`config.mk`:
```
export PLATFORM = sky130hd
export DESIGN_NAME = sort_accel_flat
export DESIGN_NICKNAME = d
export VERILOG_FILES = /design/src/rtl/sort_accel_if.sv /design/src/rtl/sort_accel.sv /design/src/flat_wrapper.sv
export SDC_FILE = /design/constraint.sdc
export NUM_CORES = 1
export LEC_CHECK = 0
export BUFFER_PORTS_ARGS = -buffer_cell sky130_fd_sc_hd__clkbuf_2
export CORE_UTILIZATION = 34
export CTS_BUF_LIST = sky130_fd_sc_hd__clkbuf_16
export DETAILED_ROUTE_END_ITERATION = 7
export GPL_ROUTABILITY_DRIVEN = 1
export PLACE_DENSITY = 0.59
export SETUP_SLACK_MARGIN = 0.02
export SLEW_MARGIN = 5
export SYNTH_ARGS = -nofsm -noshare
export SYNTH_HDL_FRONTEND = slang
export SYNTH_SLANG_ARGS = --single-unit
```
`constraint.sdc`:
```
create_clock -name clk -period 6.7 [get_ports clk]
set_input_delay 1.34 -clock clk [delete_from_list [all_inputs] [get_ports clk]]
set_output_delay 1.34 -clock clk [all_outputs]
set_load 0.02 [all_outputs]
```
`src/rtl/sort_accel_if.sv`:
```
// Bus bundle for sort_accel: CSR slave port, memory master port and irq.
// Modport 'master' is the accelerator's view; 'slave' is the host/memory side.
interface sort_accel_if #(
    parameter int DATA_W = 32
);
    logic [3:0]        slave_address;
    logic              slave_read;
    logic [31:0]       slave_readdata;
    logic              slave_write;
    logic [31:0]       slave_writedata;
    logic              slave_waitrequest;
    logic [31:0]       master_address;
    logic              master_read;
    logic [DATA_W-1:0] master_readdata;
    logic              master_readdatavalid;
    logic              master_write;
    logic [DATA_W-1:0] master_writedata;
    logic              master_waitrequest;
    logic              irq;

    modport master (
        input  slave_address, slave_read, slave_write, slave_writedata,
               master_readdata, master_readdatavalid, master_waitrequest,
        output slave_readdata, slave_waitrequest, master_address, master_read,
               master_write, master_writedata, irq
    );

    modport slave (
        output slave_address, slave_read, slave_write, slave_writedata,
               master_readdata, master_readdatavalid, master_waitrequest,
        input  slave_readdata, slave_waitrequest, master_address, master_read,
               master_write, master_writedata, irq
    );
endinterface

```
`src/rtl/sort_accel.sv`:
```
// In-place bubble sort accelerator: CSR-programmed base/length, one outstanding
// memory read at a time, swap writes only when a pair is out of order.
//
// state | meaning
// IDLE  | waiting for CTRL start
// RD_A  | read request for element i
// WT_A  | waiting for element i data
// RD_B  | read request for element i+1
// WT_B  | waiting for element i+1 data
// CMP   | compare pair, decide swap
// WR_A  | write B to element i
// WR_B  | write A to element i+1
// NEXT  | advance pair index or finish pass
// FIN   | set done, clear busy
module sort_accel #(
    parameter int DATA_W  = 32,
    parameter int MAX_LEN = 1024
) (
    input logic          clk,
    input logic          rst_n,
    sort_accel_if.master bus
);
    localparam int LEN_W = $clog2(MAX_LEN + 1);
    localparam int SH = $clog2(DATA_W / 8);
    localparam logic [31:0] STRIDE = 32'(DATA_W / 8);

    typedef enum logic [3:0] {IDLE, RD_A, WT_A, RD_B, WT_B, CMP, WR_A, WR_B, NEXT, FIN} state_t;

    state_t            state_q, state_d;
    logic [31:0]       base_q, base_d, passes_q, passes_d, swaps_q, swaps_d, addr_q, addr_d;
    logic [LEN_W-1:0]  len_q, len_d, idx_q, idx_d;
    logic              desc_q, desc_d, sgn_q, sgn_d, irq_en_q, irq_en_d;
    logic              busy_q, busy_d, done_q, done_d, swapped_q, swapped_d;
    logic [DATA_W-1:0] a_q, a_d, b_q, b_d, wdata_q, wdata_d;

    logic [LEN_W-1:0]  len_eff;
    logic [31:0]       elem_addr, limit, passes_inc, swaps_inc;
    logic              pair_last, all_passes, greater, less, do_swap, start;

    always_comb begin
        len_eff    = (len_q > LEN_W'(MAX_LEN)) ? LEN_W'(MAX_LEN) : len_q;
        elem_addr  = base_q + (32'(idx_q) << SH);
        limit      = 32'(len_eff) - 32'd1 - passes_q;
        pair_last  = (32'(idx_q) + 32'd1 >= limit);
        passes_inc = (passes_q == '1) ? passes_q : passes_q + 32'd1;
        swaps_inc  = (swaps_q == '1) ? swaps_q : swaps_q + 32'd1;
        // A pass that leaves no pairs for the next one ends the sort.
        all_passes = (passes_inc >= 32'(len_eff) - 32'd1);
        greater    = sgn_q ? ($signed(a_q) > $signed(b_q)) : (a_q > b_q);
        less       = sgn_q ? ($signed(a_q) < $signed(b_q)) : (a_q < b_q);
        do_swap    = desc_q ? less : greater;
        start      = bus.slave_write && (bus.slave_address == 4'd0) && bus.slave_writedata[0];
    end

    always_comb begin
        state_d   = state_q;
        base_d    = base_q;
        len_d     = len_q;
        passes_d  = passes_q;
        swaps_d   = swaps_q;
        addr_d    = addr_q;
        idx_d     = idx_q;
        desc_d    = desc_q;
        sgn_d     = sgn_q;
        irq_en_d  = irq_en_q;
        busy_d    = busy_q;
        done_d    = done_q;
        swapped_d = swapped_q;
        a_d       = a_q;
        b_d       = b_q;
        wdata_d   = wdata_q;

        if (bus.slave_write) begin
            case (bus.slave_address)
                4'd1: if (!busy_q) base_d = bus.slave_writedata;
                4'd2: if (!busy_q) len_d = bus.slave_writedata[LEN_W-1:0];
                4'd3: if (bus.slave_writedata[1]) done_d = 1'b0;
                default: ;
            endcase
        end

        case (state_q)
            IDLE: if (start) begin
                desc_d    = bus.slave_writedata[1];
                sgn_d     = bus.slave_writedata[2];
                irq_en_d  = bus.slave_writedata[3];
                busy_d    = 1'b1;
                done_d    = 1'b0;
                passes_d  = '0;
                swaps_d   = '0;
                idx_d     = '0;
                swapped_d = 1'b0;
                addr_d    = base_q;
                state_d   = (len_eff < LEN_W'(2)) ? FIN : RD_A;
            end
            RD_A: if (!bus.master_waitrequest) state_d = WT_A;
            WT_A: if (bus.master_readdatavalid) begin
                a_d     = bus.master_readdata;
                addr_d  = addr_q + STRIDE;
                state_d = RD_B;
            end
            RD_B: if (!bus.master_waitrequest) state_d = WT_B;
            WT_B: if (bus.master_readdatavalid) begin
                b_d     = bus.master_readdata;
                state_d = CMP;
            end
            CMP: if (do_swap) begin
                addr_d    = elem_addr;
                wdata_d   = b_q;
                swaps_d   = swaps_inc;
                swapped_d = 1'b1;
                state_d   = WR_A;
            end else begin
                state_d = NEXT;
            end
            WR_A: if (!bus.master_waitrequest) begin
                addr_d  = addr_q + STRIDE;
                wdata_d = a_q;
                state_d = WR_B;
            end
            WR_B: if (!bus.master_waitrequest) state_d = NEXT;
            NEXT: if (!pair_last) begin
                idx_d   = idx_q + 1'b1;
                addr_d  = elem_addr + STRIDE;
                state_d = RD_A;
            end else begin
                passes_d  = passes_inc;
                swapped_d = 1'b0;
                idx_d     = '0;
                addr_d    = base_q;
                state_d   = (!swapped_q || all_passes) ? FIN : RD_A;
            end
            FIN: begin
                done_d  = 1'b1;
                busy_d  = 1'b0;
                state_d = IDLE;
            end
            default: state_d = IDLE;
        endcase
    end

    always_ff @(posedge clk) begin
        if (!rst_n) begin
            state_q   <= IDLE;
            base_q    <= '0;
            len_q     <= '0;
            passes_q  <= '0;
            swaps_q   <= '0;
            addr_q    <= '0;
            idx_q     <= '0;
            desc_q    <= 1'b0;
            sgn_q     <= 1'b0;
            irq_en_q  <= 1'b0;
            busy_q    <= 1'b0;
            done_q    <= 1'b0;
            swapped_q <= 1'b0;
            a_q       <= '0;
            b_q       <= '0;
            wdata_q   <= '0;
        end else begin
            state_q   <= state_d;
            base_q    <= base_d;
            len_q     <= len_d;
            passes_q  <= passes_d;
            swaps_q   <= swaps_d;
            addr_q    <= addr_d;
            idx_q     <= idx_d;
            desc_q    <= desc_d;
            sgn_q     <= sgn_d;
            irq_en_q  <= irq_en_d;
            busy_q    <= busy_d;
            done_q    <= done_d;
            swapped_q <= swapped_d;
            a_q       <= a_d;
            b_q       <= b_d;
            wdata_q   <= wdata_d;
        end
    end

    always_comb begin
        bus.slave_readdata = '0;
        if (bus.slave_read) begin
            case (bus.slave_address)
                4'd0: bus.slave_readdata = {28'd0, irq_en_q, sgn_q, desc_q, 1'b0};
                4'd1: bus.slave_readdata = base_q;
                4'd2: bus.slave_readdata = 32'(len_q);
                4'd3: bus.slave_readdata = {30'd0, done_q, busy_q};
                4'd4: bus.slave_readdata = passes_q;
                4'd5: bus.slave_readdata = swaps_q;
                default: bus.slave_readdata = '0;
            endcase
        end
    end

    assign bus.slave_waitrequest = 1'b0;
    assign bus.master_read       = (state_q == RD_A) || (state_q == RD_B);
    assign bus.master_write      = (state_q == WR_A) || (state_q == WR_B);
    assign bus.master_address    = addr_q;
    assign bus.master_writedata  = wdata_q;
    assign bus.irq               = done_q & irq_en_q;
endmodule

```
`src/flat_wrapper.sv`:
```
// flat-port wrapper written by rule: the top's interface ports become plain ports
module sort_accel_flat 
#(
    parameter int DATA_W  = 32,
    parameter int MAX_LEN = 1024
)
  (clk, rst_n, bus_slave_address, bus_slave_read, bus_slave_write, bus_slave_writedata, bus_master_readdata, bus_master_readdatavalid, bus_master_waitrequest, bus_slave_readdata, bus_slave_waitrequest, bus_master_address, bus_master_read, bus_master_write, bus_master_writedata, bus_irq);
  sort_accel_if #(.DATA_W(DATA_W)) bus_i ();
  input logic clk;
  input logic rst_n;
  input wire logic [$bits(bus_i.slave_address)-1:0] bus_slave_address;
  input wire logic [$bits(bus_i.slave_read)-1:0] bus_slave_read;
  input wire logic [$bits(bus_i.slave_write)-1:0] bus_slave_write;
  input wire logic [$bits(bus_i.slave_writedata)-1:0] bus_slave_writedata;
  input wire logic [$bits(bus_i.master_readdata)-1:0] bus_master_readdata;
  input wire logic [$bits(bus_i.master_readdatavalid)-1:0] bus_master_readdatavalid;
  input wire logic [$bits(bus_i.master_waitrequest)-1:0] bus_master_waitrequest;
  output wire logic [$bits(bus_i.slave_readdata)-1:0] bus_slave_readdata;
  output wire logic [$bits(bus_i.slave_waitrequest)-1:0] bus_slave_waitrequest;
  output wire logic [$bits(bus_i.master_address)-1:0] bus_master_address;
  output wire logic [$bits(bus_i.master_read)-1:0] bus_master_read;
  output wire logic [$bits(bus_i.master_write)-1:0] bus_master_write;
  output wire logic [$bits(bus_i.master_writedata)-1:0] bus_master_writedata;
  output wire logic [$bits(bus_i.irq)-1:0] bus_irq;
  assign bus_i.slave_address = bus_slave_address;
  assign bus_i.slave_read = bus_slave_read;
  assign bus_i.slave_write = bus_slave_write;
  assign bus_i.slave_writedata = bus_slave_writedata;
  assign bus_i.master_readdata = bus_master_readdata;
  assign bus_i.master_readdatavalid = bus_master_readdatavalid;
  assign bus_i.master_waitrequest = bus_master_waitrequest;
  assign bus_slave_readdata = bus_i.slave_readdata;
  assign bus_slave_waitrequest = bus_i.slave_waitrequest;
  assign bus_master_address = bus_i.master_address;
  assign bus_master_read = bus_i.master_read;
  assign bus_master_write = bus_i.master_write;
  assign bus_master_writedata = bus_i.master_writedata;
  assign bus_irq = bus_i.irq;
  sort_accel #(.DATA_W(DATA_W), .MAX_LEN(MAX_LEN)) u_core (.clk(clk), .rst_n(rst_n), .bus(bus_i));
endmodule
```
==> metrics, run 1 <==
status=finished clean; drt initial violations=1,756; layout cells sized above 1=0.124; commonest register cell after synthesis=dfxtp_1; Setup CP Type=flip-flop to flip-flop; clk_lat worst skew=0.62 ns; sequential element share of the synthesized area=0.265; post-synth net total=around 2,800; Leak=0.00872 uW; post-detail-place hpwl=55,800 um; die area=57,900 um2; Fin. Hold Viols=0; H-tree depth=1; aggregate global routing overflow=0; die width=241 um; vias in the first global route=18,900; Rel. slew slack=0.301; worst reg2reg path depth=25; Max-cap violations=0; Final Cycle Share=0.939; gp weighted congestion=0.954; via count=20,200; cell row count=87; Hold Crit Start=u_core.b_q[9]; Core Area=56,400 um2; Critical Path AT=roughly 6.9 ns; CP Data Required Time=7.26 ns; number of enable flip-flop cells after synthesis=0; Synth async-reset ratio=0; R2R Path End=u_core.passes_q[8]; Max stage delay on crit path=between 0.6 and 0.7 ns; CP max FO=32; clock-pin slew on the worst setup and hold paths=0.07 ns; post-synthesis cell type count=97; initial antenna violation count=2; CP top delay family=simple AND/OR/NAND/NOR gates; final setup TNS=0 ns; largest net degree at the start of global routing=88; Critical Path Source Type=flip-flop; P_int=roughly 3400 uW; total wire length=74,600 um; worst reg2reg startpoint=u_core.len_q[2]; Reg2Reg Setup Slack=0.41 ns; Inst Count DP=3,406; Syn-to-layout area delta=14.3%; register share of total power=0.316; Tot Pwr=between 5000 and 6000 uW; I/O pin count=174; via/cell ratio=5.82; sw frac=0.383; CTS tree=yes; register bit total from synthesis=around 260; clock sinks=around 260; post-synthesis cell count=2,597; Tmin final=6.29 ns; Cell Pwr Density=around 250 nW/um2; syn avg cell area=7.46 um2; Pins Over Slew Limit=0; final routed DRC violation total=0; Levels on crit path=25; clock share of power=0.352; Avg WL per Cell=21.5 um; Worst Tran Pin Value=roughly 1.0 ns; Starting Density=0.343; NetSw=2130 uW; Layout Nets=2,886; Post-Layout Cell Count=between 3,000 and 4,000; clk root buf=clkbuf_16; Hold Path Class=flip-flop to flip-flop; Die Y=241 um; hold path endpoint=u_core.b_q[9]; CTS Buffer Depth=3; CTS buffer count=31; Peak VDD IR=0.212 mV; slowest cell on the critical path=or4_1; fmax=159 MHz; hold path cells=2; setup violators final=0; first-pass GRT wire length=114,000 um; DRT antenna net count=0; number of buffers added on ports=roughly 170; Logic pwr share=0.333; Synth warnings=0; Post-Syn Area=19,400 um2; overall routing resource usage=0.251; RSZ-0062 raised after global routing=false; Post-CTS Hold Buffers=0; DRT Pass-1 Iters=8; Crit. End Element=flip-flop; Fin Clk Skew=0.0234 ns; Buf+Inv Stages, Crit Path=1
-- state kept, by name, indices dropped and copies added, names as in the netlist, 11 cells and up --
signal                       cells
u_core.swaps_q                  32
u_core.bus.master_writedata     32
u_core.a_q                      32
u_core.bus.master_address       32
u_core.passes_q                 32
u_core.base_q                   32
u_core.len_q                    11
u_core.idx_q                    11
u_core.b_q                      32
-- power groups by stage --
stage / Sequential (uW) / Combinational, uW / Clock (uW)
2_1_floorplan: 1770 / 1180 / 0
3_3_place_gp: 1780 / 1800 / 0
3_5_place_dp: 1780 / 1830 / 0
4_1_cts: 1750 / 1840 / 1990
5_1_grt: 1770 / 2010 / 2050
6_report: 1760 / 1850 / 1950
-- layout by cell type, fill, tap and decap left out, types with 33 or more instances in the layout --
master    instances
o21ai_0         122
and3_1           37
dfxtp_1         256
a21oi_1         142
a21boi_0        107
nand4_1          54
ha_1            124
nand3_1         120
xnor2_1          73
a31oi_1          33
buf_4            48
a21o_1           37
xor2_1           46
nand2_1         406
nor2_1          159
o211ai_1         43
or3_1            35
o211a_1          37
inv_1           111
clkbuf_2        171
nor3_1           62
-- per-stage QoR --
stage          area [um2]   util  hold slack (ns)  setup WS [ns]
3_3_place_gp        20900  0.371            0.452          0.546
5_1_grt             22100  0.392            0.488         0.0429
3_5_place_dp        20900  0.371            0.459          0.214
4_1_cts             22100  0.392            0.467          0.139
6_report            22100  0.392            0.465          0.408
2_1_floorplan       19400      -            0.443          0.755
-- worst max path at each step --
stage,start,end,slack (ns)
2_1_floorplan,u_core.len_q[2],u_core.passes_q[0],0.75
3_3_place_gp,u_core.len_q[2],u_core.passes_q[8],0.55
3_5_place_dp,u_core.len_q[2],u_core.bus.master_address[26],0.21
4_1_cts,u_core.len_q[2],u_core.bus.master_address[26],0.14
5_1_grt,u_core.len_q[2],u_core.passes_q[29],0.04
6_report,u_core.len_q[2],u_core.passes_q[8],0.41
-- layout make-up --
type,count,area (um2)
antenna,2,5.00
clock buffer,31,776
clock inverter,27,388
fill,5973,34300
inverter,110,413
multi-input combinational,2066,13200
sequential,256,5120
tap,756,946
timing repair buffer,221,1250
-- logic make-up after synthesis --
group / synth area share
simple gates: 0.260
compound gates: 0.270
fa+ha+maj: 0.0822
xor+xnor: 0.0547
buf+inv: 0.0563
flops: 0.265
mux: 0.0120
other cells: 0.000194
-- layer usage --
metal	GRT usage	vias to the layer above	wire (um)
met4	0.0967	4	3140
met5	0	-	27
li1	-	9636	-
met2	0.414	721	33900
met1	0.329	9714	32600
met3	0.0350	129	4930
-- tightest hold or removal path, stage by stage, from the launching register on --
cell and delay [ns]:
dfxtp_1 0.31, nand2_1 0.05, a21boi_0 0.06
-- cells in the mapped netlist (14+ instances only) --
cell type | instances | area [um2]
nor4_1 | 27 | 169
xor2_1 | 46 | 403
nand4_1 | 54 | 338
a21boi_1 | 28 | 210
nor2_1 | 160 | 601
o211ai_1 | 43 | 323
and3_1 | 37 | 231
a21oi_1 | 142 | 711
and4_1 | 16 | 140
nor3_1 | 65 | 325
and2_1 | 14 | 87.6
nand2_1 | 406 | 1520
or3_1 | 35 | 219
nand2b_1 | 14 | 87.6
a21o_1 | 38 | 285
o21ai_0 | 123 | 616
dfxtp_1 | 256 | 5120
a21boi_0 | 107 | 803
nand3_1 | 122 | 611
inv_1 | 109 | 409
a221oi_1 | 15 | 131
clkbuf_1 | 135 | 507
or2_2 | 19 | 119
a31oi_1 | 33 | 206
a211oi_1 | 21 | 158
a22oi_1 | 24 | 180
a222oi_1 | 23 | 230
nor2b_1 | 31 | 194
o211a_1 | 37 | 370
mux2i_1 | 21 | 210
xnor2_1 | 73 | 639
ha_1 | 124 | 1550
-- timing repair --
item                                    in CTS  in global routing
setup buffers                                0                  3
endpoints found under the setup margin       0                 75
resized for setup                            0                  4
Power figures use the tool's default switching activity.
==> run 2, diff against run 1 <==
- CORE_ASPECT_RATIO: unset -> 0.5
==> run 2 against run 1 <==
Compared with the run above:
- the flow now finishes with violations (design-rule violations)
- die area about the same
- critical endpoint is now u_core.passes_q[0]
- design area decreased by 1.7%
- critical path type unchanged
- highest routed layer is now met4
- sequential share of layout area increased by 0.40 points
==> metrics, run 2 (synthesized netlist as in run 1, its figures left out) <==
most common cell after layout, fill and taps aside=nand2_1; die width=340 um; Inst Count DP=3,394; aggregate global routing overflow=0; worst reg2reg path depth=25; hold path cells=2; final setup TNS=0 ns; Max-cap violations=0; Crit. End Element=flip-flop; initial antenna violation count=0; clock sinks=256; most frequent cells in the layout=nand2_1 (406), dfxtp_1 (256), clkbuf_2 (171); CP top delay family=simple AND/OR/NAND/NOR gates; DRT Pass-1 Iters=8; Post-CTS Hold Buffers=0; H-tree depth=1; die area=58,000 um2; Leak=roughly 0.0085 uW; I/O pin count=174; final routed DRC violation total=16; Buf+Inv Stages, Crit Path=1; CP max FO=14; Hold Path Class=flip-flop to flip-flop; Max stage delay on crit path=0.61 ns; gp weighted congestion=0.942; first-pass GRT wire length=106,000 um; largest net degree at the start of global routing=124; Fin. Hold Viols=0; fmax=around 160 MHz; number of buffers added on ports=172; clk root buf=clkbuf_16; Critical Path AT=slightly below 7 ns; Die Y=171 um; via/cell ratio=5.77; via count=19,900; Worst Tran Pin Value=roughly 1.1 ns; CTS Buffer Depth=3; CP Data Required Time=7.22 ns; CTS tree=yes; Pins Over Slew Limit=0; cell row count=61; clk_lat worst skew=slightly above 0.6 ns; Fin Clk Skew=roughly 0.047 ns; post-detail-place hpwl=between 50,000 and 60,000 um; total wire length=around 69,000 um; overall routing resource usage=0.230; Final Util=0.389; Syn-to-layout area delta=12.3%; layout cells sized above 1=0.116; Rel. slew slack=0.255; Setup CP Type=flip-flop to flip-flop; DRT antenna net count=0; Tmin final=around 6.3 ns; Cell Pwr Density=233 nW/um2; fin area=21,800 um2; Peak VDD IR=0.207 mV; failing checks=design-rule violations; Reg2Reg Setup Slack=0.38 ns; Avg WL per Cell=20.0 um; setup violators final=0; drt initial violations=2,219; CTS buffer count=28; Core Area=55,900 um2; Layout Nets=2,869; RSZ-0062 raised after global routing=false; Critical Path Source Type=flip-flop; status=finished, violations left; Levels on crit path=25; vias in the first global route=18,300; Starting Density=0.347; DP Area=~21,000 um2; slowest cell on the critical path=or4_4; Final Cycle Share=0.943; clock-pin slew on the worst setup and hold paths=~0.070 ns; Post-Layout Cell Count=around 3,400
==> run 2: changes by cell type in the layout (fill, tap and decap cells not counted), moves of 3 or more <==
| cell | before | now |
|---|---|---|
| buf_4 | 48 | 34 |
| bufinv_16 | 9 | 2 |
| clkbuf_16 | 31 | 28 |
| inv_1 | 111 | 114 |
==> run 2: final cells by class <==
| type | count | area, um2 |
|---|---|---|
| Fill cell | 5921 | 34100 |
| Multi-Input combinational cell | 2066 | 13200 |
| Sequential cell | 256 | 5120 |
| Timing Repair Buffer | 207 | 1140 |
| Tap cell | 756 | 946 |
| Clock buffer | 28 | 701 |
| Inverter | 110 | 413 |
| Clock inverter | 24 | 199 |
| Antenna cell | 1 | 2.50 |
==> run 2: path summary, 6_finish.rpt <==
path / end / startpoint
max reg2reg: u_core.passes_q[0] / u_core.len_q[2]
max: u_core.passes_q[0] / u_core.len_q[2]
min reg2reg: u_core.b_q[2] / u_core.b_q[2]
min: u_core.b_q[2] / u_core.b_q[2]
==> run 2: what timing repair did <==
| item | in CTS | in global routing |
|---|---|---|
| pin swaps | 0 | 1 |
| endpoints found under the setup margin | 6 | 75 |
| setup buffers | 0 | 1 |
| gates resized for setup | 1 | 5 |
| gates cloned | 0 | 0 |
==> run 2: tightest hold or removal path: cells and delay by family (launching register included) <==
family,cells,cell delay (ns)
flip-flops,1,0.31
AO/OA/AOI/OAI,1,0.06
AND/OR/NAND/NOR,1,0.05
==> run 2: metal layers <==
metal,routed length [um],vias to the layer above,track usage
li1,-,9581,-
met1,30500,9522,0.316
met2,30900,675,0.371
met3,5290,116,0.0284
met4,2280,0,0.0789
met5,0,-,0
==> run 2: stage by stage <==
stage | total power (uW) | hold slack (ns) | setup slack, ns
after detailed placement | 3480 | 0.460 | 0.0436
after floorplan | 2940 | 0.443 | 0.755
after global routing | 5310 | 0.486 | 0.0413
after CTS | 5040 | 0.470 | 0.184
final | 5060 | 0.465 | 0.380
after global placement | 3480 | 0.455 | 0.311
==> run 2: power breakdown <==
part	switching, uW	total (uW)	internal (uW)	leakage (uW)
sequential	145	1760	1610	0.00207
clock	725	1570	844	0.000455
combinational	1160	1730	578	0.00599
